### src/rtl/irq_request_latch_pkg.sv
// Shared constants, FSM state encoding and a code-to-line decode helper for irq_request_latch.
package irq_request_latch_pkg;

    localparam int NUM_IRQ = 4;
    localparam int CODE_W  = 2;

    typedef enum logic [1:0] {
        IDLE    = 2'b00,
        PEND    = 2'b01,
        SERVICE = 2'b10
    } state_t;

    function automatic logic [NUM_IRQ-1:0] code_to_onehot(input logic [CODE_W-1:0] c);
        logic [NUM_IRQ-1:0] oh;
        oh    = '0;
        oh[c] = 1'b1;
        return oh;
    endfunction

endpackage

### src/rtl/irq_request_latch_edge_detect.sv
// edge_detect_4: registers the raw request lines and flags their rising edges.
module edge_detect_4
    import irq_request_latch_pkg::*;
(
    input  logic               clock,
    input  logic               reset_b,
    input  logic [NUM_IRQ-1:0] req,
    output logic [NUM_IRQ-1:0] rise
);

    logic [NUM_IRQ-1:0] req_d;
    logic [NUM_IRQ-1:0] req_q;

    always_comb begin
        req_d = req;
    end

    // History clears in reset, so a line held high through reset release is seen as one edge.
    always_ff @(posedge clock) begin
        if (!reset_b) begin
            req_q <= '0;
        end else begin
            req_q <= req_d;
        end
    end

    assign rise = req & ~req_q;

endmodule

### src/rtl/irq_request_latch.sv
// Pending-request latch with IDLE/PEND/SERVICE handshake toward a priority-encoding consumer.
// Build option IRQ_LATCH_EDGE_EN: edge capture plus sticky overflow; undefined gives level capture.
//
// state   | meaning
// IDLE    | nothing enabled is pending
// PEND    | irq raised, waiting for ack
// SERVICE | consumer servicing line in code, waiting for done
module irq_request_latch
    import irq_request_latch_pkg::*;
(
    input  logic               clock,
    input  logic               reset_b,
    input  logic [3:0]         req,
    input  logic [3:0]         mask,
    output logic [3:0]         d,
    output logic               irq,
    input  logic               ack,
    input  logic [1:0]         ack_code,
    input  logic               done,
    output logic               busy,
    output logic [1:0]         code,
    output logic [3:0]         overflow,
    input  logic               ovf_clr
);

    logic [NUM_IRQ-1:0] cap_ev;
    logic [NUM_IRQ-1:0] enabled;
    logic               any_en;
    logic [NUM_IRQ-1:0] clr;

    state_t             state_d, state_q;
    logic [NUM_IRQ-1:0] pending_d, pending_q;
    logic [NUM_IRQ-1:0] overflow_d, overflow_q;
    logic [CODE_W-1:0]  code_d, code_q;
    logic               irq_d, irq_q;
    logic               busy_d, busy_q;

`ifdef IRQ_LATCH_EDGE_EN
    edge_detect_4 u_edge_detect (
        .clock   (clock),
        .reset_b (reset_b),
        .req     (req),
        .rise    (cap_ev)
    );
`else
    logic ovf_clr_unused;
    assign cap_ev         = req;
    assign ovf_clr_unused = ovf_clr;
`endif

    always_comb begin
        enabled = pending_q & mask;
        any_en  = |enabled;
        clr     = '0;
        state_d = state_q;
        code_d  = code_q;

        case (state_q)
            IDLE: begin
                if (any_en) state_d = PEND;
            end
            PEND: begin
                // ack takes priority over the enabled set draining in the same cycle
                if (ack) begin
                    state_d = SERVICE;
                    code_d  = ack_code;
                    clr     = code_to_onehot(ack_code);
                end else if (!any_en) begin
                    state_d = IDLE;
                end
            end
            SERVICE: begin
                if (done) state_d = IDLE;
            end
            default: state_d = IDLE;
        endcase

        // A fresh capture overrides a clear of the same line.
        pending_d = (pending_q & ~clr) | cap_ev;

`ifdef IRQ_LATCH_EDGE_EN
        overflow_d = (overflow_q & ~{NUM_IRQ{ovf_clr}}) | (cap_ev & pending_q);
`else
        overflow_d = '0;
`endif

        irq_d  = (state_d == PEND);
        busy_d = (state_d == SERVICE);
    end

    always_ff @(posedge clock) begin
        if (!reset_b) begin
            state_q    <= IDLE;
            pending_q  <= '0;
            overflow_q <= '0;
            code_q     <= '0;
            irq_q      <= 1'b0;
            busy_q     <= 1'b0;
        end else begin
            state_q    <= state_d;
            pending_q  <= pending_d;
            overflow_q <= overflow_d;
            code_q     <= code_d;
            irq_q      <= irq_d;
            busy_q     <= busy_d;
        end
    end

    assign d        = pending_q & mask;
    assign irq      = irq_q;
    assign busy     = busy_q;
    assign code     = code_q;
    assign overflow = overflow_q;

endmodule

### config.mk
export PLATFORM = sky130hd
export DESIGN_NAME = irq_request_latch
export DESIGN_NICKNAME = d
export VERILOG_FILES = /design/src/rtl/irq_request_latch_pkg.sv /design/src/rtl/irq_request_latch_edge_detect.sv /design/src/rtl/irq_request_latch.sv
export SDC_FILE = /design/constraint.sdc
export NUM_CORES = 1
export LEC_CHECK = 0
export CAP_MARGIN = 20
export CELL_PAD_IN_SITES_DETAIL_PLACEMENT = 0
export CELL_PAD_IN_SITES_GLOBAL_PLACEMENT = 1
export CORE_ASPECT_RATIO = 1.25
export CORE_MARGIN = 5
export CORE_UTILIZATION = 24
export CTS_CLUSTER_DIAMETER = 120
export DETAILED_ROUTE_END_ITERATION = 10
export PLACE_DENSITY_LB_ADDON = 0.12
export REMOVE_ABC_BUFFERS = 1
export SLEW_MARGIN = 40
export SYNTH_ARGS = -nofsm -noshare
export SYNTH_HDL_FRONTEND = slang
export SYNTH_SLANG_ARGS = --single-unit
### constraint.sdc
create_clock -name clock -period 1.2 [get_ports clock]
set_input_delay 0.24 -clock clock [delete_from_list [all_inputs] [get_ports clock]]
set_output_delay 0.24 -clock clock [all_outputs]
set_load 0.005 [all_outputs]
# Word-level counts from Yosys, hierarchy flattened

Cells that the tools add are included.

Flip-flop bits (word level): 10
Bits in read-only memories: 0
Bits of input ports: 15
RAM bits: 0
Word-level logic and storage cells: 28
Memories: 0
Bits in latches: 0

Magnitude comparators: 2
Shift operators: 0
Eq/ne operators: 4
Reduce and logical (&&, ||, !) cells: 4
Add/sub/neg operators: 0
Divide/modulo/power cells: 0
$mul: 0
Bitwise operators: 4
Mux-type cells: 9

Operator list:

| operator                                                               | number |
|---|---|
| 4-bit bitwise AND                                                      | 2 |
| 2-bit 2-to-1 mux                                                       | 4 |
| 4-bit 2-to-1 mux                                                       | 2 |
| 2-bit case mux with 3 select lines                                     | 1 |
| 2-bit by 1-bit equality test with 1-bit output (second input constant) | 2 |
| 2-bit equality test (second input constant)                            | 2 |
| 4-bit NOT                                                              | 1 |
| 4-bit OR                                                               | 1 |
| 4-bit OR reduction                                                     | 1 |
| 2-bit by 3-bit < comparator with 1-bit output (second input constant)  | 1 |
| 1-bit demux with 2-bit select                                          | 1 |
| 2-bit by 1-bit >= comparator with 1-bit output (second input constant) | 1 |
| 2-bit zero test                                                        | 1 |
| 2-bit AND reduction                                                    | 1 |
| 1-bit logical AND                                                      | 1 |
| 1-bit 2-to-1 mux                                                       | 1 |

# Logic depth before layout (Yosys ltp)

Gate-level depths: netlist (run 1).

Word-level depth: 9
Depth in mapped cells: 3

# Worst setup path before layout (run 1)

No wires, ideal clock.

Path kind: register to register
Start: register pending_q[2]
End: register irq_q (netlist: irq)
Stages on the path, launching flop included: 3
Clock period less this slack: 0.908 ns
Library setup time: 0.122 ns
Data arrival time: 0.786 ns
Setup slack: 0.292 ns
Path through: dfxtp_1 > a22o_1 > o311a_1

Cells in the longest elaborated chain, start to end: 6
Elaborated cells on any way between the ends: 7
Those cells by class: 1 x eq/ne; 4 x mux; 1 x bitwise; 1 x reduce/logical

RTL lines:

| what                                               | RTL line                 | source |
|---|---|---|
| start: declaration                                 | irq_request_latch.sv:32  | `logic [NUM_IRQ-1:0] pending_d, pending_q;` |
| start signal: assignment                           | irq_request_latch.sv:101 | `pending_q <= pending_d;` |
| 4-bit bitwise AND (*)                              | irq_request_latch.sv:52  | `enabled = pending_q & mask;` |
| 4-bit OR reduction (*)                             | irq_request_latch.sv:53  | `any_en = \|enabled;` |
| 2-bit 2-to-1 mux                                   | irq_request_latch.sv:68  | `end else if (!any_en) begin` |
| 2-bit 2-to-1 mux                                   | irq_request_latch.sv:64  | `if (ack) begin` |
| 2-bit case mux with 3 select lines (*)             | irq_request_latch.sv:58  | `case (state_q)` |
| 2-bit by 1-bit equality test with 1-bit output (*) | irq_request_latch.sv:87  | `irq_d = (state_d == PEND);` |
| end signal: assignment                             | irq_request_latch.sv:104 | `irq_q <= irq_d;` |
| end: declaration                                   | irq_request_latch.sv:35  | `logic irq_d, irq_q;` |

Mark *: on every way between the ends. The rest lies on a longest branch, timed or not.
A chain may end at the register's enable or synchronous reset.

# Worst setup path in the final report (run 1)

Start: input port mask[2]
End: output port d[2]

Cells in the longest elaborated chain, start to end: 1

RTL lines:

| what               | RTL line                 | source |
|---|---|---|
| start: declaration | irq_request_latch.sv:14  | `input logic [3:0] mask,` |
| 4-bit bitwise AND  | irq_request_latch.sv:109 | `assign d = pending_q & mask;` |
| end: declaration   | irq_request_latch.sv:15  | `output logic [3:0] d,` |

No other way between the ends.

==> impl_results.md, run 1 <==
- Synthesized area per cell: between 9 and 10 µm²
- DRT iter0 DRCs: 12
- # IOs: 27
- Core ar.: around 1800 µm²
- CP startpoint kind: primary input
- Clock latency on the worst-skew pair: ~0.26 ns
- Reg-to-reg slack, setup: around 0.12 ns
- Largest stage delay on the critical path: 0.41 ns
- Gr ovfl total: 0
- Area grow syn2layout: 61.5%
- RSZ-0062 raised after global routing: false
- CP bufs+invs: 2
- Routed WL per cell: between 10 and 15 µm
- Htree depth: 1
- Post-CTS setup buffers: 0
- DRC errors left: 0
- Gpl congestion: ~0.68
- Count leader, synth: dfxtp_1
- First-pass GRT wire length: 1.75 mm
- Via count: ~440
- Routed Antenna Nets: 0
- Synth cell count leaders: dfxtp_1 (10), buf_4 (4), nand2_1 (4), o21ai_0 (4), and2_1 (3)
- Final WL: ~1.1 mm
- Antenna violations before repair: 0
- Row cnt: 17
- Min-Delay Path Class: reg2reg
- Crit-path cells: clkdlybuf4s50_1 -> and2_2 -> buf_2
- Fraction of layout instances using a drive strength above 1: 0.256
- CP endpoint kind: output port
- Vias in the first global route: 413
- Dpl hpwl: slightly below 900 µm
- Final setup viols: 0
- Status: finished, final reports clean
- Clk root buf: clkbuf_4
- Clk slew on worst S/H paths: 0.06 ns
- Drt pass-1 iters: 4
- CP top delay family: buffers and inverters
- Crit path DAT: approximately 0.93 ns
- Slowest CP cell: clkdlybuf4s50_1
- Crit path max fanout: 2
- Top post-synthesis cells by area: dfxtp_1 (45%), buf_4 (6.7%), o21ai_0 (4.5%), o311a_1 (4.5%), and2_1 (4.2%)
- Leakage Power: about 0.34 nW
- WP data required: between 0.9 and 1 ns
- Antenna Cells: 0
- Post-synthesis cell type count: 22
- Setup WS post-layout: 0.0271 ns
- Final core occ: 0.408
- Nets: 95
- GRT Util Overall: 0.0824
- Ys Warns: 0
- Hold Worst Slack: approximately 0.47 ns
- Post-layout min period: 1.17 ns
- Die width: slightly below 50 µm
- Largest net degree at the start of global routing: 7
- Max Cap Viol: 0
- Post-Place Setup Slack: -0.400 ns
- Initial Util: 0.252
- Final period util: 0.977
- Number of flops mapped to enable cells by yosys: 0
- Max Transition Viols Final: 0
- Maximum VDD drop: around 470 µV
- CTS tree: built
- Leading area contributor after synthesis: dfxtp_1
- Clock sink count: 10
- Die H: a little under 60 µm
- DR vias/cell: 4.55
- Top FF cell, synth: dfxtp_1
- PortBufs: 21
- Post-Syn Area: approximately 450 µm²
- Yosys reg bits: 10
- Peak Freq: 853 MHz
- Setup Skew: 0.00230 ns
- Async SR Flop Fraction: 0
- Max Root-Sink Buffers: 2
- Hold Vio Cnt, Final: 0
- Die footprint: approximately 2800 µm²
- Pwr/cell area: 1030 nW/µm²
- Syn Inst Count: 48
- Crit Path Category: in2out
- Num CTS Buffers: 3
- Register area share after synthesis: 0.449
- Top-area cell type share of the netlist area: 0.449
==> cell families (layout without fill, tap and decap cells) <==
kind of cell,after synthesis,after routing,synth area share
buffers and inverters,7,34,0.0955
and+or+nand+nor,15,15,0.211
other,1,4,0.00842
AOI/OAI and AO/OA,14,14,0.213
DFF,10,10,0.449
muxes,1,1,0.0225
==> cells in the final DEF, fill, tap and decap left out, types with 2 or more instances in the layout <==
master	Yosys	final
nor2_1	2	2
dfxtp_1	10	9
nand2_1	4	4
dlygate4sd2_1	0	4
o21a_1	2	2
o311a_1	2	2
a31oi_1	2	2
inv_1	2	2
buf_4	4	8
clkbuf_4	0	3
buf_2	1	4
conb_1	1	4
and2_4	0	2
o21ai_0	4	4
clkdlybuf4s50_1	0	13
a21oi_1	2	2
==> final timing paths <==
| kind | from | to | cells past startpoint |
|---|---|---|---|
| max reg2reg | pending_q[2] | irq | 3 |
| max | mask[2] | d[2] | 3 |
| min | code[0] | code[0] | 2 |
| min reg2reg | code[0] | code[0] | 2 |
==> power by group <==
part	leakage, nW	switching (W)	internal (W)
clock	0.0138	0.000111	0.000116
combinational	0.247	0.0000516	0.0000968
sequential	0.0831	0.0000121	0.000355
==> sequential cells by signal, summed over array words and instances (netlist names) <==
name / count
busy: 1
irq: 1
code: 2
state_q: 2
pending_q: 4
==> final cells by class <==
type / instances / area (µm²)
Clock buffer: 3 / 22.5
Fill cell: 195 / 1050
Inverter: 2 / 7.51
Timing Repair Buffer: 29 / 245
Tap cell: 19 / 23.8
Sequential cell: 10 / 201
Multi-Input combinational cell: 34 / 219
==> what timing repair did <==
| action | in CTS | in global routing |
|---|---|---|
| gates resized for setup | 23 | 0 |
| setup endpoints to repair | 8 | 0 |
| hold buffers | 0 | 0 |
==> stage by stage <==
| step | setup TNS (ns) | cell area (µm²) | power (W) | instances |
|---|---|---|---|---|
| finish | 0 | 719 | 0.000743 | 97 |
| detailed placement | -2.11 | 716 | 0.000533 | 94 |
| global route | 0 | 719 | 0.000802 | 97 |
| global placement | -2.23 | 716 | 0.000534 | 94 |
| floorplan | 0 | 422 | 0.000421 | 46 |
| CTS | 0 | 719 | 0.000757 | 97 |
==> layer usage <==
| layer | GRT usage | wire, µm | vias up |
|---|---|---|---|
| met5 | 0 | 0 | - |
| met3 | 0.0463 | 131 | 4 |
| met4 | 0.0692 | 25 | 0 |
| li1 | - | - | 224 |
| met2 | 0.108 | 467 | 20 |
| met1 | 0.0952 | 478 | 193 |
==> worst min-delay path: cells and delay by family, from the launching register on <==
kind,cells,cell delay [ns]
and+or+nand+nor,1,0.05
muxes,1,0.06
DFF,1,0.31
(Power assumes the default switching activity.)
==> run 2: changes to the inputs <==
--- a/config.mk
+++ b/config.mk
@@ -13,6 +13,7 @@
 export CORE_UTILIZATION = 24
 export CTS_CLUSTER_DIAMETER = 120
 export DETAILED_ROUTE_END_ITERATION = 10
+export GPL_TIMING_DRIVEN = 0
 export PLACE_DENSITY_LB_ADDON = 0.12
 export REMOVE_ABC_BUFFERS = 1
 export SLEW_MARGIN = 40
==> run 2 against run 1 <==
  * Largest power group unchanged
  * Sequential power about the same
  * Global-route usage shrank 0.28 points
  * Largest cell class is now multi-input gates
  * Highest routed layer unchanged
  * Sequential share of layout area rose by 1.4 points
  * Clock skew barely moved
==> impl_results.md, run 2 (synthesized netlist as in run 1, its figures left out) <==
- Crit path DAT: 0.94 ns (about the same)
- DRT iter0 DRCs: 3 (-9)
- Via count: 411 (-6.8%)
- Post-layout min period: 1.18 ns (+0.00434 ns)
- Antenna Cells: 0 (unchanged)
- Vias in the first global route: 388 (-6.1%)
- Die width: 48.5 µm (unchanged)
- RSZ-0062 raised after global routing: false
- WP data required: 0.96 ns (about the same)
- Largest stage delay on the critical path: 0.41 ns (about the same)
- Max Transition Viols Final: 0 (unchanged)
- Maximum VDD drop: 474 µV (+0.46%)
- Clock latency on the worst-skew pair: 0.25 ns (about the same)
- Top reg by flops: pending_q
- Final WL: 1.01 mm (-8.0%)
- # IOs: 27 (unchanged)
- CP endpoint kind: output port
- Hold path depth: 2 (unchanged)
- Max Root-Sink Buffers: 2 (unchanged)
- Final setup viols: 0 (unchanged)
- Routed Antenna Nets: 0 (unchanged)
- Status: finished, final reports clean
- Post-Place Setup Slack: -0.431 ns (-0.0308 ns)
- Die H: 58.2 µm (unchanged)
- Setup Skew: 0.00250 ns (+0.000200 ns)
- Num CTS Buffers: 3 (unchanged)
- Drt pass-1 iters: 3 (-1)
- Pwr/cell area: 1050 nW/µm² (+1.7%)
- Slowest CP cell: clkdlybuf4s50_1
- Leakage Power: 0.325 nW (-5.7%)
- RR Endpoint: irq
- Routed WL per cell: 11.1 µm (-1.9%)
- Crit path max fanout: 2 (unchanged)
- Gr ovfl total: 0 (unchanged)
- Fraction of layout instances using a drive strength above 1: 0.181 (-0.0759)
- R2R depth: 3 (unchanged)
- Hold Vio Cnt, Final: 0 (unchanged)
- Commonest non-fill, non-tap cell in the layout: clkdlybuf4s50_1
- DP Area: 656 µm² (-8.4%)
- FILL cells: 198 (+1.5%)
- Reg-to-reg slack, setup: 0.16 ns (+0.04 ns)
- Setup WS post-layout: 0.0228 ns (-0.00434 ns)
- Gpl congestion: 0.652 (-4.1%)
- Final Power: 0.000716 W (-3.6%)
- Crit Path Category: in2out
- Most frequent cells in the layout: clkdlybuf4s50_1 (12), dfxtp_1 (10)
- Clk root buf: clkbuf_4
- Core ar.: 1770 µm² (unchanged)
- Final period util: 0.981 (+0.00362)
- Peak Freq: 849 MHz (-0.37%)
- Endpoint, Worst Hold: code[0]
- First-pass GRT wire length: 1.69 mm (-3.5%)
- Hold Worst Slack: 0.459 ns (-0.00776 ns)
- Crit-path cells: clkdlybuf4s50_1 -> and2_2 -> buf_2
- Dpl hpwl: 833 µm (-5.2%)
- CP startpoint kind: primary input
- Max Cap Viol: 0 (unchanged)
- Htree depth: 1 (unchanged)
- Antenna violations before repair: 0 (unchanged)
- GRT Util Overall: 0.0797 (-0.00279)
- Hold path start: code[0]
- Min-Delay Path Class: reg2reg
- Final core occ: 0.386 (-0.0213)
- Die footprint: 2820 µm² (unchanged)
- Nets: 89 (-6.3%)
- Reg2reg start: pending_q[3]
- DR vias/cell: 4.52 (-0.66%)
- DRC errors left: 0 (unchanged)
- Max reg flops: 4 (unchanged)
- Row cnt: 17 (unchanged)
- Area grow syn2layout: 53.1%
- Largest net degree at the start of global routing: 12 (+5)
- Initial Util: 0.252 (unchanged)
- CTS hold repair buffers: 0 (unchanged)
- PortBufs: 21 (unchanged)
- Clk slew on worst S/H paths: 0.06 ns (about the same)
- Clock sink count: 10 (unchanged)
- Final instance area: 682 µm² (-5.2%)
- CTS tree: built
run 2: cell count changes in the layout (fill, tap and decap cells not counted):
| cell | before | now |
|---|---|---|
| dfxtp_2 | 1 | 0 |
| buf_4 | 8 | 2 |
| buf_2 | 4 | 3 |
| dlymetal6s2s_1 | 0 | 1 |
| buf_6 | 0 | 1 |
| dfxtp_1 | 9 | 10 |
| clkdlybuf4s50_1 | 13 | 12 |
run 2: power by group:
group	switching (W)	total, W	internal [W]
clock	0.000101	0.000216	0.000115
sequential	0.0000130	0.000368	0.000355
combinational	0.0000475	0.000132	0.0000844
total	0.000161	0.000716	0.000555
run 2: cell type report:
class                           instances  area, µm²  share of cell area
Multi-Input combinational cell         34        219               0.321
Inverter                                2       7.51              0.0110
Sequential cell                        10        200               0.294
Tap cell                               19       23.8              0.0349
Timing Repair Buffer                   23        209               0.306
Clock buffer                            3       22.5              0.0330
run 2: per-layer routing:
| metal | part of all wire | global-route usage |
|---|---|---|
| met1 | 0.44 | 0.0901 |
| met4 | 0.0089 | 0.0462 |
| met3 | 0.10 | 0.0463 |
| met5 | 0 | 0 |
| met2 | 0.45 | 0.116 |
run 2: worst max-delay path: cells and delay by family:
kind                   cells  cell delay, ns
buffers and inverters      2            0.53
and+or+nand+nor            1            0.17
run 2: worst max path at each step:
stage	start	end	slack (ns)
finish	mask[2]	d[2]	0.02
global route	mask[2]	d[2]	0.001
CTS	mask[3]	d[3]	0.01
detailed placement	mask[3]	d[3]	-0.43
global placement	mask[3]	d[3]	-0.43
floorplan	pending_q[2]	irq	0.29
run 2: what timing repair did:
| item | CTS | global route |
|---|---|---|
| buffers inserted | 1 | 1 |
| endpoints found under the setup margin | 8 | 2 |
| pin swaps | 1 | 1 |
| hold endpoints to repair | 0 | 0 |
| resized for setup | 22 | 2 |
run 2: through the flow:
stage / std cells / TNS, ns
floorplan: 46 / 0
global placement: 86 / -2.45
detailed placement: 86 / -2.44
CTS: 90 / 0
global route: 91 / 0
finish: 91 / 0
==> run 3: changes to the inputs <==
--- a/config.mk
+++ b/config.mk
@@ -11,7 +11,6 @@
 export CORE_ASPECT_RATIO = 1.25
 export CORE_MARGIN = 5
 export CORE_UTILIZATION = 24
-export CTS_CLUSTER_DIAMETER = 120
 export DETAILED_ROUTE_END_ITERATION = 10
 export GPL_TIMING_DRIVEN = 0
 export PLACE_DENSITY_LB_ADDON = 0.12
==> results of run 3 <==
No change in the layout: final DEF, timing and power equal those of run 2.
